## src/rtl/axi4_pkg.sv

```systemverilog
// Shared AXI4 burst/response types, FSM states and per-beat address helpers.
// Address math is done at a fixed 64-bit width; callers truncate to their own bus width.
package axi4_pkg;

    typedef enum logic [1:0] {FIXED = 2'd0, INCR = 2'd1, WRAP = 2'd2, RSVD = 2'd3} burst_t;
    typedef enum logic [1:0] {OKAY = 2'd0, EXOKAY = 2'd1, SLVERR = 2'd2, DECERR = 2'd3} resp_t;
    typedef enum logic [1:0] {W_IDLE = 2'd0, W_DATA = 2'd1, W_RESP = 2'd2} w_state_t;
    typedef enum logic {R_IDLE = 1'b0, R_DATA = 1'b1} r_state_t;

    localparam int ADDR_MAX_W = 64;
    typedef logic [ADDR_MAX_W-1:0] addr_max_t;
    localparam addr_max_t ONE = addr_max_t'(1);

    function automatic addr_max_t axi4_next_addr(input addr_max_t addr, input logic [2:0] size,
                                                 input logic [7:0] len, input burst_t burst);
        addr_max_t s, b, nxt;
        s = ONE << size;
        b = (addr_max_t'(len) + ONE) << size;
        case (burst)
            FIXED:   nxt = addr;
            WRAP:    nxt = (addr & ~(b - ONE)) | ((addr + s) & (b - ONE));
            default: nxt = (addr & ~(s - ONE)) + s;
        endcase
        return nxt;
    endfunction

    // Burst-type legality only; the size limit depends on the bus width and is checked by the caller.
    function automatic logic axi4_burst_legal(input addr_max_t addr, input logic [2:0] size,
                                              input logic [7:0] len, input burst_t burst);
        logic ok;
        ok = (burst != RSVD);
        if (burst == WRAP) begin
            if (!(len inside {8'd1, 8'd3, 8'd7, 8'd15})) ok = 1'b0;
            if ((addr & ((ONE << size) - ONE)) != '0)    ok = 1'b0;
        end
        return ok;
    endfunction

endpackage

```

## src/rtl/axi4_burst_addr_gen.sv

```systemverilog
// Per-direction burst address/beat tracker: current beat on addr_o/last_o/burst_err_o and a
// same-cycle lookahead (nxt_*) of the state after load/advance, so reads can prefetch without a bubble.
module axi4_burst_addr_gen
    import axi4_pkg::*;
#(
    parameter int AW         = 8,
    parameter int DATA_BYTES = 4,
    parameter int MEM_WORDS  = 64
) (
    input  logic          clk,
    input  logic          rst_n,
    input  logic          load_i,
    input  logic          advance_i,
    input  logic [AW-1:0] addr_i,
    input  logic [7:0]    len_i,
    input  logic [2:0]    size_i,
    input  logic [1:0]    burst_i,
    output logic [AW-1:0] addr_o,
    output logic          last_o,
    output logic          burst_err_o,
    output logic [AW-1:0] nxt_addr_o,
    output logic          nxt_last_o,
    output logic          nxt_err_o
);
    localparam int          MAX_SIZE  = $clog2(DATA_BYTES);
    localparam logic [AW:0] MEM_BYTES = (AW+1)'(MEM_WORDS * DATA_BYTES);

    logic [AW-1:0] addr_q, addr_d;
    logic [7:0]    len_q, len_d, cnt_q, cnt_d;
    logic [2:0]    size_q, size_d;
    burst_t        burst_q, burst_d;
    logic          berr_q, berr_d;
    logic          legal;

    always_comb begin
        addr_d  = addr_q;
        len_d   = len_q;
        size_d  = size_q;
        burst_d = burst_q;
        cnt_d   = cnt_q;
        berr_d  = berr_q;
        legal   = axi4_burst_legal(addr_max_t'(addr_i), size_i, len_i, burst_t'(burst_i));
        if (load_i) begin
            addr_d = addr_i;
            len_d  = len_i;
            size_d = size_i;
            cnt_d  = '0;
            berr_d = (size_i > 3'(MAX_SIZE)) || !legal;
            // Reserved bursts and malformed wraps still step as INCR so beat counting stays sane.
            if (burst_t'(burst_i) == FIXED)             burst_d = FIXED;
            else if (burst_t'(burst_i) == WRAP && legal) burst_d = WRAP;
            else                                         burst_d = INCR;
        end else if (advance_i) begin
            addr_d = AW'(axi4_next_addr(addr_max_t'(addr_q), size_q, len_q, burst_q));
            cnt_d  = cnt_q + 8'd1;
        end
    end

    always_ff @(posedge clk or negedge rst_n) begin
        if (!rst_n) begin
            addr_q  <= '0;
            len_q   <= '0;
            size_q  <= '0;
            burst_q <= FIXED;
            cnt_q   <= '0;
            berr_q  <= 1'b0;
        end else begin
            addr_q  <= addr_d;
            len_q   <= len_d;
            size_q  <= size_d;
            burst_q <= burst_d;
            cnt_q   <= cnt_d;
            berr_q  <= berr_d;
        end
    end

    assign addr_o      = addr_q;
    assign last_o      = (cnt_q == len_q);
    assign burst_err_o = berr_q || ({1'b0, addr_q} >= MEM_BYTES);
    assign nxt_addr_o  = addr_d;
    assign nxt_last_o  = (cnt_d == len_d);
    assign nxt_err_o   = berr_d || ({1'b0, addr_d} >= MEM_BYTES);

endmodule

```

## src/rtl/axi4_slave_mem.sv

```systemverilog
// AXI4 slave memory with independent single-outstanding read/write paths; B one cycle after last W,
// R one cycle after AR with back-to-back beats; all ready/valid outputs obey AXI stall rules.
module axi4_slave_mem
    import axi4_pkg::*;
#(
    parameter int DATA_BYTES      = 4,
    parameter int ADDR_BYTES      = 1,
    parameter int NUM_ID_BITS_P   = 4,
    parameter int NUM_USER_BITS_P = 4,
    parameter int MEM_WORDS       = 64
) (
    input  logic                         aclk,
    input  logic                         aresetn,
    input  logic                         awvalid,
    output logic                         awready,
    input  logic [ADDR_BYTES*8-1:0]      awaddr,
    input  logic [7:0]                   awlen,
    input  logic [2:0]                   awsize,
    input  logic [1:0]                   awburst,
    input  logic [NUM_ID_BITS_P-1:0]     awid,
    input  logic [NUM_USER_BITS_P-1:0]   awuser,
    input  logic [3:0]                   awcache,
    input  logic [2:0]                   awprot,
    input  logic                         awlock,
    input  logic [3:0]                   awregion,
    input  logic [3:0]                   awqos,
    input  logic                         wvalid,
    output logic                         wready,
    input  logic [DATA_BYTES*8-1:0]      wdata,
    input  logic [DATA_BYTES-1:0]        wstrb,
    input  logic                         wlast,
    input  logic [NUM_USER_BITS_P-1:0]   wuser,
    output logic                         bvalid,
    input  logic                         bready,
    output logic [1:0]                   bresp,
    output logic [NUM_ID_BITS_P-1:0]     bid,
    output logic [NUM_USER_BITS_P-1:0]   buser,
    input  logic                         arvalid,
    output logic                         arready,
    input  logic [ADDR_BYTES*8-1:0]      araddr,
    input  logic [7:0]                   arlen,
    input  logic [2:0]                   arsize,
    input  logic [1:0]                   arburst,
    input  logic [NUM_ID_BITS_P-1:0]     arid,
    input  logic [NUM_USER_BITS_P-1:0]   aruser,
    input  logic [3:0]                   arcache,
    input  logic [2:0]                   arprot,
    input  logic                         arlock,
    input  logic [3:0]                   arregion,
    input  logic [3:0]                   arqos,
    output logic                         rvalid,
    input  logic                         rready,
    output logic [DATA_BYTES*8-1:0]      rdata,
    output logic [1:0]                   rresp,
    output logic                         rlast,
    output logic [NUM_ID_BITS_P-1:0]     rid,
    output logic [NUM_USER_BITS_P-1:0]   ruser
);
    localparam int AW  = ADDR_BYTES * 8;
    localparam int DW  = DATA_BYTES * 8;
    localparam int OFF = $clog2(DATA_BYTES);
    localparam int IW  = $clog2(MEM_WORDS);

    logic [DW-1:0] mem_q [MEM_WORDS];

    logic rst_done_q;
    w_state_t w_state_q, w_state_d;
    r_state_t r_state_q, r_state_d;
    logic [NUM_ID_BITS_P-1:0]   bid_q, bid_d, rid_q, rid_d;
    logic [NUM_USER_BITS_P-1:0] buser_q, buser_d, ruser_q, ruser_d;
    logic          werr_q, werr_d;
    logic          rvalid_q, rvalid_d, rlast_q, rlast_d;
    logic [DW-1:0] rdata_q, rdata_d;
    resp_t         rresp_q, rresp_d;

    logic aw_hs, w_hs, ar_hs, r_adv, r_fetch, mem_we;
    logic [AW-1:0] wag_addr, rag_nxt_addr;
    logic wag_last, wag_err, rag_nxt_last, rag_nxt_err;

    logic [AW-1:0] w_nxt_addr_unused, r_addr_unused;
    logic w_nxt_last_unused, w_nxt_err_unused, r_last_unused, r_err_unused;
    logic unused_sideband;
    assign unused_sideband = ^{awcache, awprot, awlock, awregion, awqos,
                               arcache, arprot, arlock, arregion, arqos, wuser};

    assign aw_hs   = awvalid && awready;
    assign w_hs    = wvalid && wready;
    assign ar_hs   = arvalid && arready;
    assign r_adv   = (r_state_q == R_DATA) && rready && !rlast_q;
    assign r_fetch = ar_hs || r_adv;
    assign mem_we  = w_hs && !wag_err;

    axi4_burst_addr_gen #(.AW(AW), .DATA_BYTES(DATA_BYTES), .MEM_WORDS(MEM_WORDS)) u_wag (
        .clk(aclk), .rst_n(aresetn), .load_i(aw_hs), .advance_i(w_hs),
        .addr_i(awaddr), .len_i(awlen), .size_i(awsize), .burst_i(awburst),
        .addr_o(wag_addr), .last_o(wag_last), .burst_err_o(wag_err),
        .nxt_addr_o(w_nxt_addr_unused), .nxt_last_o(w_nxt_last_unused), .nxt_err_o(w_nxt_err_unused)
    );

    axi4_burst_addr_gen #(.AW(AW), .DATA_BYTES(DATA_BYTES), .MEM_WORDS(MEM_WORDS)) u_rag (
        .clk(aclk), .rst_n(aresetn), .load_i(ar_hs), .advance_i(r_adv),
        .addr_i(araddr), .len_i(arlen), .size_i(arsize), .burst_i(arburst),
        .addr_o(r_addr_unused), .last_o(r_last_unused), .burst_err_o(r_err_unused),
        .nxt_addr_o(rag_nxt_addr), .nxt_last_o(rag_nxt_last), .nxt_err_o(rag_nxt_err)
    );

    always_comb begin
        w_state_d = w_state_q;
        bid_d     = bid_q;
        buser_d   = buser_q;
        werr_d    = werr_q;
        case (w_state_q)
            W_IDLE: if (aw_hs) begin
                bid_d     = awid;
                buser_d   = awuser;
                werr_d    = 1'b0;
                w_state_d = W_DATA;
            end
            W_DATA: if (w_hs) begin
                werr_d = werr_q || wag_err || (wlast != wag_last);
                if (wag_last) w_state_d = W_RESP;
            end
            W_RESP: if (bready) w_state_d = W_IDLE;
            default: w_state_d = W_IDLE;
        endcase
    end

    // Prefetch from the lookahead address; memory is read before this edge's write lands.
    always_comb begin
        r_state_d = r_state_q;
        rvalid_d  = rvalid_q;
        rdata_d   = rdata_q;
        rresp_d   = rresp_q;
        rlast_d   = rlast_q;
        rid_d     = rid_q;
        ruser_d   = ruser_q;
        case (r_state_q)
            R_IDLE: if (ar_hs) begin
                rid_d     = arid;
                ruser_d   = aruser;
                rvalid_d  = 1'b1;
                r_state_d = R_DATA;
            end
            R_DATA: if (rready && rlast_q) begin
                rvalid_d  = 1'b0;
                rlast_d   = 1'b0;
                r_state_d = R_IDLE;
            end
            default: r_state_d = R_IDLE;
        endcase
        if (r_fetch) begin
            rdata_d = rag_nxt_err ? '0 : mem_q[IW'(rag_nxt_addr >> OFF)];
            rresp_d = rag_nxt_err ? SLVERR : OKAY;
            rlast_d = rag_nxt_last;
        end
    end

    always_ff @(posedge aclk or negedge aresetn) begin
        if (!aresetn) begin
            rst_done_q <= 1'b0;
            w_state_q  <= W_IDLE;
            bid_q      <= '0;
            buser_q    <= '0;
            werr_q     <= 1'b0;
            r_state_q  <= R_IDLE;
            rvalid_q   <= 1'b0;
            rdata_q    <= '0;
            rresp_q    <= OKAY;
            rlast_q    <= 1'b0;
            rid_q      <= '0;
            ruser_q    <= '0;
        end else begin
            rst_done_q <= 1'b1;
            w_state_q  <= w_state_d;
            bid_q      <= bid_d;
            buser_q    <= buser_d;
            werr_q     <= werr_d;
            r_state_q  <= r_state_d;
            rvalid_q   <= rvalid_d;
            rdata_q    <= rdata_d;
            rresp_q    <= rresp_d;
            rlast_q    <= rlast_d;
            rid_q      <= rid_d;
            ruser_q    <= ruser_d;
        end
    end

    always_ff @(posedge aclk) begin
        if (mem_we) begin
            for (int b = 0; b < DATA_BYTES; b++) begin
                if (wstrb[b]) mem_q[IW'(wag_addr >> OFF)][b*8 +: 8] <= wdata[b*8 +: 8];
            end
        end
    end

    assign awready = rst_done_q && (w_state_q == W_IDLE);
    assign wready  = (w_state_q == W_DATA);
    assign bvalid  = (w_state_q == W_RESP);
    assign bresp   = werr_q ? SLVERR : OKAY;
    assign bid     = bid_q;
    assign buser   = buser_q;
    assign arready = rst_done_q && (r_state_q == R_IDLE);
    assign rvalid  = rvalid_q;
    assign rdata   = rdata_q;
    assign rresp   = rresp_q;
    assign rlast   = rlast_q;
    assign rid     = rid_q;
    assign ruser   = ruser_q;

endmodule

```

## config.mk

```make
export PLATFORM = sky130hd
export DESIGN_NAME = axi4_slave_mem
export DESIGN_NICKNAME = d
export VERILOG_FILES = /design/src/rtl/axi4_pkg.sv /design/src/rtl/axi4_burst_addr_gen.sv /design/src/rtl/axi4_slave_mem.sv
export SDC_FILE = /design/constraint.sdc
export NUM_CORES = 2
export LEC_CHECK = 0
export CORE_MARGIN = 2
export CORE_UTILIZATION = 45
export DETAILED_ROUTE_END_ITERATION = 12
export PLACE_DENSITY_LB_ADDON = 0.3
export SLEW_MARGIN = 20
export SYNTH_ARGS = -nofsm -noshare
export SYNTH_HDL_FRONTEND = slang
export SYNTH_SLANG_ARGS = --single-unit
```

## constraint.sdc

```tcl
create_clock -name aclk -period 4.1 [get_ports aclk]
set_input_delay 1.23 -clock aclk [delete_from_list [all_inputs] [get_ports aclk]]
set_output_delay 1.23 -clock aclk [all_outputs]
set_load 0.02 [all_outputs]
```

* Yosys cells after proc, flatten, opt, wreduce, memory -nomap -nowiden *
Memories as Yosys holds them, arrays and structs flattened.
Index checks and enable logic that the tools add are counted.

word-level totals
  memory bits (writable) = 2,048
  bits of input ports = 138
  memories = 1
  flip-flop bits (word level) = 117
  output and inout bits = 58
  logic and storage cells = 185

memory list
  memory  words  bits a word  rd ports  clocked after memory_dff  wr ports  line                  source
  mem_q   64     32           1         0                         1         axi4_slave_mem.sv:64  logic [DW-1:0] mem_q [MEM_WORDS];

cells by class
  $lt $le $gt $ge = 2
  bitwise gates (word level) = 15
  $add $sub $neg = 14
  reductions and logical operators = 42
  shift-type cells = 6
  equal/unequal tests = 27
  multiplexer cells = 53

operator list
  cell                     number
  $and A8 B64 Y64          2
  $reduce_bool A64 Y1      2
  $shl A1 B3 Y64 const A   2
  $shl A64 B3 Y8           2
  $sub A64 B1 Y64 const B  2
  $mux W8                  9
  $and A8 B8 Y8            6
  $add A8 B8 Y8            4
  $mux W32                 1
  $not A8 Y8               4
  $pmux W8 S2              2
  $sub A8 B1 Y8 const B    4
  $mux W1                  27
  $mux W2                  10
  $add A8 B1 Y9 const B    2
  $add A8 B1 Y8 const B    2
  $eq A8 B1 Y1 const B     2
  $eq A8 B2 Y1 const B     2
  $eq A8 B3 Y1 const B     2
  $eq A8 B4 Y1 const B     2
  $eq A8 B8 Y1             2
  $or A8 B8 Y8             2
  $shl A1 B3 Y8 const A    2
  $ne A2 B2 Y1 const B     6
  17 further kinds         58

* Depth between registers and ports, before layout *
An unclocked memory read counts as a cell.

  depth in word-level cells = 11
  depth in mapped cells = 20
  depth with buffers taken out = 17

* Modules after synthesis *
A second synthesis with hierarchy kept.

unflattened totals
  cells, all modules = 4,931
  area, all modules = 88,319.7 um^2

modules (own cells, without submodules)
  module               seq. area each (um^2)  instances  area an instance (um^2)  cells an instance
  axi4_slave_mem       62,900.3               1          82,118.8                 4,157
  axi4_burst_addr_gen  750.7                  2          3,100.5                  387

* Least setup slack after synthesis *
No wires, ideal clock.

  path kind = register to register
  start = reg u_rag.size_q[2]
  end = reg rdata_q[0], in the netlist rdata[0]
  clock period less this slack = 3.908 ns
  cell stages (with the launch flop) = 20
  arrival time = 3.783 ns
  buffers on the path = 4
  data required time = 3.975 ns
  slack = 0.192 ns
  setup time = 0.125 ns
  path through = dfrtp_1 > buf_4 > clkinv_1 > nand2_1 > inv_1 > ha_1 > fa_1 > xor2_1 > a2111oi_2 > a2111oi_1 > a21boi_2 > buf_2 > buf_2 > buf_2 > mux2i_1 > mux2i_1 > a2111oi_0 > a31oi_1 > nand4b_1 > nand3_1

on the way
  word-level cells in the longest chain between the ends = 10
  elaborated cells between the ends (all ways) = 17
  those cells by class = 4 x add/sub; 2 x shift; 4 x mux; 6 x bitwise; 1 x memory

ends and longest elaborated chain
  what                                                    line                            source
  start, declared                                         axi4_burst_addr_gen.sv:30       logic [2:0] size_q, size_d;
  start signal, assigned                                  axi4_burst_addr_gen.sv:70       size_q <= size_d;
  $shl A1 B3 Y8 / $shl A64 B3 Y8 (equally long branches)  axi4_pkg.sv:17, axi4_pkg.sv:18
  $sub A8 B1 Y8, on equally long branches                 axi4_pkg.sv:22, axi4_pkg.sv:21
  $not A8 Y8, on equally long branches                    axi4_pkg.sv:22, axi4_pkg.sv:21
  $and A8 B8 Y8, on equally long branches                 axi4_pkg.sv:22, axi4_pkg.sv:21
  $add A8 B8 Y8 / $or A8 B8 Y8 (equally long branches)    axi4_pkg.sv:22, axi4_pkg.sv:21
  $pmux W8 S2 *                                           axi4_pkg.sv:19                  case (burst)
  $mux W8 *                                               axi4_burst_addr_gen.sv:53       end else if (advance_i) begin
  $mux W8 *                                               axi4_burst_addr_gen.sv:43       if (load_i) begin
  $mem_v2 Z64 W32 *                                       -
  $mux W32 *                                              axi4_slave_mem.sv:152           rdata_d = rag_nxt_err ? '0 : mem_q[IW'(rag_nxt_addr >> OFF)];
  end signal, assigned                                    axi4_slave_mem.sv:180           rdata_q <= rdata_d;
  end, declared                                           axi4_slave_mem.sv:73            logic [DW-1:0] rdata_q, rdata_d;

Every way passes the cells marked *; elsewhere a longest branch is shown, timed or not. The select of a mux whose other input is x is not followed.
A chain may end at the register's enable or synchronous reset.

* Worst setup path in the final report *
  start = reg u_rag.size_q[2]
  end = reg rdata_q[12], in the netlist rdata[12]

Same word-level chain as after synthesis.

==> impl_metrics.yaml <==
placed_design:
  port_buffers: 157
  gp_congestion: 0.875
  hpwl_um: 169000
worst_setup_path:
  critical-path-top-delay-family: "compound AO/OA/AOI/OAI gates"
  r2r_start: "u_rag.size_q[2]"
  endpoint_kind: "flip-flop"
  ff2ff_setup_slack_ns: -0.19
  r2r_cells: 22
  cp_slowest_cell: "a2111oi_4"
  required_ns: 4.89
  r2r-end: "rdata[12]"
  path_class: "flip-flop to flip-flop"
  slowest_delay_ns: 0.49
  worstPathCellList: "clkinv_2 -> nand2_4 -> inv_4 -> ha_4 -> fa_2 -> xor2_4 -> a2111oi_4 -> a2111oi_4 -> a21boi_4 -> buf_6 -> buf_16 -> buf_16 -> buf_12 -> buf_4 -> buf_12 -> o221a_2 -> a211oi_2 -> a2111oi_2 -> buf_4 -> a31oi_2 -> nand4_1 -> nand3_1"
  crit_buf_inv: 9
  path_max_fanout: 6
  critPathLaunchType: "flip-flop"
  crit_arrival_ns: 5.08
timing:
  slew_headroom_pct: 22.3
  hold_ws_ns: 0.329
  worstMarginPinSlew_ns: 1.17
  hold_viol: 0
  timing.final.crit_share_pct: 105
  slew_viol_final: 0
  setup_ws_ns: -0.190
  fmax_mhz: 233
  final.setup.tns_ns: -3.37
  setup_violations: 31
  fin_worst_skew_ns: 0.0284
  post-route-min-period_ns: 4.29
  grt_setup_unrepaired: "true"
logic_synthesis:
  synth_edf_count: 2048
  synth_compound_area_share_pct: 11.1
  synthTopCellsByArea: "edfxtp_1, mux2i_1, nand2_1, a211oi_1, dfrtp_1"
  yosys_warnings: 0
  synthSimpleGateAreaFrac_pct: 8.55
  ys_ff_latch: 2164
  syn_inst: 6439
  synth_ff_type: "edfxtp_1"
  seq_area_frac_synth_pct: 70.2
  synth-xor-area-share_pct: 0.638
  synth_fa_ha_area_share_pct: 0.485
  syn_area_per_cell_um2: 14.3
  syn_area_um2: 91800
  yosysTopAreaCellShare_pct: 67.0
  synth.distinct_cells: 83
  synth_top_family_by_area: "compound AO/OA/AOI/OAI gates"
  async_reset_ff_share_pct: 5.36
  yosysTopAreaCell: "edfxtp_1"
  synth_mux_area_share_pct: 5.78
die:
  core.rowCount: 165
  core-area_um2: 203000
  die_y_um: 456
  dieArea_um2: 208000
  die_x_um: 456
  pin_count: 196
  start_util_pct: 45.3
finish:
  nets: 7409
  drive_gt1_share_pct: 24.1
  nFillCells: 15500
  syn_to_final_growth_pct: 24.9
clock_tree:
  cts.clk_slew.worst_paths_ns: 0.06
  clock_path_buffers: 3
  cts_max_level: 4
  cts_buffers: 218
  clkSinkCount: 2164
  cts_tree: "done"
  insertion_delay_ns: 0.87
  ctsRootBufferMaster: "clkbuf_16"
pwr:
  clock_power_share_pct: 21.9
  p_sw_uw: 34900
  ir_drop_mv: 0.670
  pwr-share-comb_pct: 50.3
  leakage_uw: 0.0404
  p_sw_share_pct: 38.0
  power_density_nw_per_um2: 800
  internal-power_uw: 56800
  seqPwrFrac_pct: 27.8
detailed_routing:
  drt_wl_total_um: 275000
  ant_nets: 0
  drt-pass1-iter-count: 6
  first_iter_violations: 7243
  via_per_inst: 5.98
  num_vias: 60500
  drc_errors: 0
  wire_per_inst_um: 27.2
global_route:
  grt_pass1_vias: 58500
  antenna_found_initial: 27
  grt_max_degree: 88
  grt_pass1_wl_um: 393000
  gr-total-overflow: 0
  grt.total_usage_pct: 25.6
outcome:
  violations: "negative setup slack"
  status: "finished, violations left"
hold_path:
  hold_path.class: "primary input to asynchronous set/reset pin"
run:
  max_cap_viol_count: 0
[cells in the mapped netlist (6+ instances only)]
cell type     n
a2111oi_0   129
a211oi_1    387
a21o_1        8
a21oi_1      41
a221oi_1      6
a22oi_1      10
a311o_1     257
a31oi_1     137
and2_1        8
and3_1        9
buf_1         8
buf_2       166
buf_4        42
buf_6        18
clkbuf_1    262
dfrtp_1     116
edfxtp_1   2048
ha_1         30
inv_1       156
mux2i_1     524
nand2_1     922
nand2b_1      7
nand3_1      58
nand4_1      44
nand4b_1     32
nor2_1      330
nor2b_1     267
nor3_1       26
nor3b_1      12
o211ai_1      7
o21a_1        8
o21ai_0      59
o221a_2     130
o31ai_1       8
xnor2_1      39
xor2_1       26
[cell usage in the layout, fill, tap and decap left out, types with 40 or more instances in the layout]
cell	count
nor2_1	324
edfxtp_1	2048
mux2i_2	50
nand2_1	916
nor2b_1	257
mux2i_1	462
a31oi_1	69
clkbuf_16	241
nand3_1	58
a2111oi_2	74
o21ai_0	57
a211oi_2	55
a21oi_1	40
buf_4	676
inv_1	150
clkinv_2	46
nand4_1	44
dfrtp_1	116
a311o_1	257
clkinv_1	47
clkdlybuf4s50_1	124
buf_6	43
buf_16	50
a211oi_1	313
o221a_2	129
buf_12	122
[worst register-to-register path, cell delays in order, from the launching register on]
cell and delay [ns]:
dfrtp_1 0.43, clkinv_2 0.12, nand2_4 0.09, inv_4 0.04, ha_4 0.15, fa_2 0.39, xor2_4 0.19, a2111oi_4 0.08
a2111oi_4 0.49, a21boi_4 0.11, buf_6 0.15, buf_16 0.16, buf_16 0.16, buf_12 0.13, buf_4 0.14, buf_12 0.13
o221a_2 0.27, a211oi_2 0.20, a2111oi_2 0.08, buf_4 0.17, a31oi_2 0.19, nand4_1 0.18, nand3_1 0.16
[through the flow]
step	utilization (%)	instance area [um^2]	setup slack [ns]	instances	power, uW
6_report	56.6	115000	-0.190	10100	91700
5_1_grt	56.6	115000	-0.309	10100	95000
4_1_cts	55.5	112000	-0.0900	10000	87900
2_1_floorplan	-	91800	0.192	6440	46500
3_5_place_dp	50.2	102000	-1.23	9561	61600
3_3_place_gp	50.2	102000	-1.15	9561	61100
[layer usage]
layer | up-vias | GRT usage [%] | routed length (um)
li1 | 26500 | - | -
met3 | 552 | 5.64 | 24700
met4 | 6 | 12.9 | 13600
met1 | 30500 | 33.3 | 107000
met2 | 2891 | 40.5 | 129000
met5 | - | 0 | 34
[area by class of cell]
cell class	count	area, um^2	area share, %
Clock buffer	271	5880	5.13
Antenna cell	22	55.1	0.0480
Multi-Input combinational cell	3617	27400	23.9
Sequential cell	2164	64400	56.2
Timing Repair inverter	2	31.3	0.0273
Clock inverter	133	1290	1.13
Tap cell	2672	3340	2.92
Inverter	163	667	0.582
Timing Repair Buffer	1073	11600	10.1
[registers in the layout, summed over array words and instances, names as in the netlist, 2 cells and up, named ones only]
name           flops
bid                4
buser              4
mem_q           2048
rdata             32
rid                4
ruser              4
u_rag.addr_o       8
u_rag.burst_q      2
u_rag.cnt_q        8
u_rag.len_q        8
u_rag.size_q       3
u_wag.burst_q      2
u_wag.cnt_q        8
u_wag.len_q        8
u_wag.size_q       3
w_state_q          2
[cells by family (layout without fill, tap and decap cells)]
| logic type | after synthesis | after routing |
|---|---|---|
| DFF | 2164 | 2164 |
| adders and majority gates | 35 | 35 |
| xor gates and xnor gates | 66 | 66 |
| AOI/OAI and AO/OA | 1237 | 1237 |
| and+or+nand+nor | 1748 | 1748 |
| other | 2 | 25 |
| muxes | 528 | 528 |
| buffers and inverters | 659 | 1642 |
[power by group through the flow]
stage,registers [uW],logic (uW),clock network [uW]
after global routing,25600,48400,21100
after CTS,25500,42100,20200
final,25500,46100,20100
after detailed placement,26000,35700,0
after global placement,25900,35200,0
after floorplan,25800,20700,0
[worst max path at each step]
stage	startpoint	endpoint	cells after the start
3_3_place_gp	rready	rdata[29]	18
6_report	u_rag.size_q[2]	rdata[12]	22
2_1_floorplan	u_rag.size_q[2]	rdata[0]	19
4_1_cts	u_rag.size_q[0]	rdata[31]	20
3_5_place_dp	rready	rdata[29]	18
5_1_grt	u_rag.size_q[2]	rdata[23]	21
[repair_timing]
action / CTS / global route
setup endpoints to repair: 32 / 32
setup buffers: 54 / 36
gates cloned: 30 / 18
pin swaps: 161 / 127
hold buffers: 0 / 0
resized for setup: 481 / 250
(Power assumes the default switching activity.)
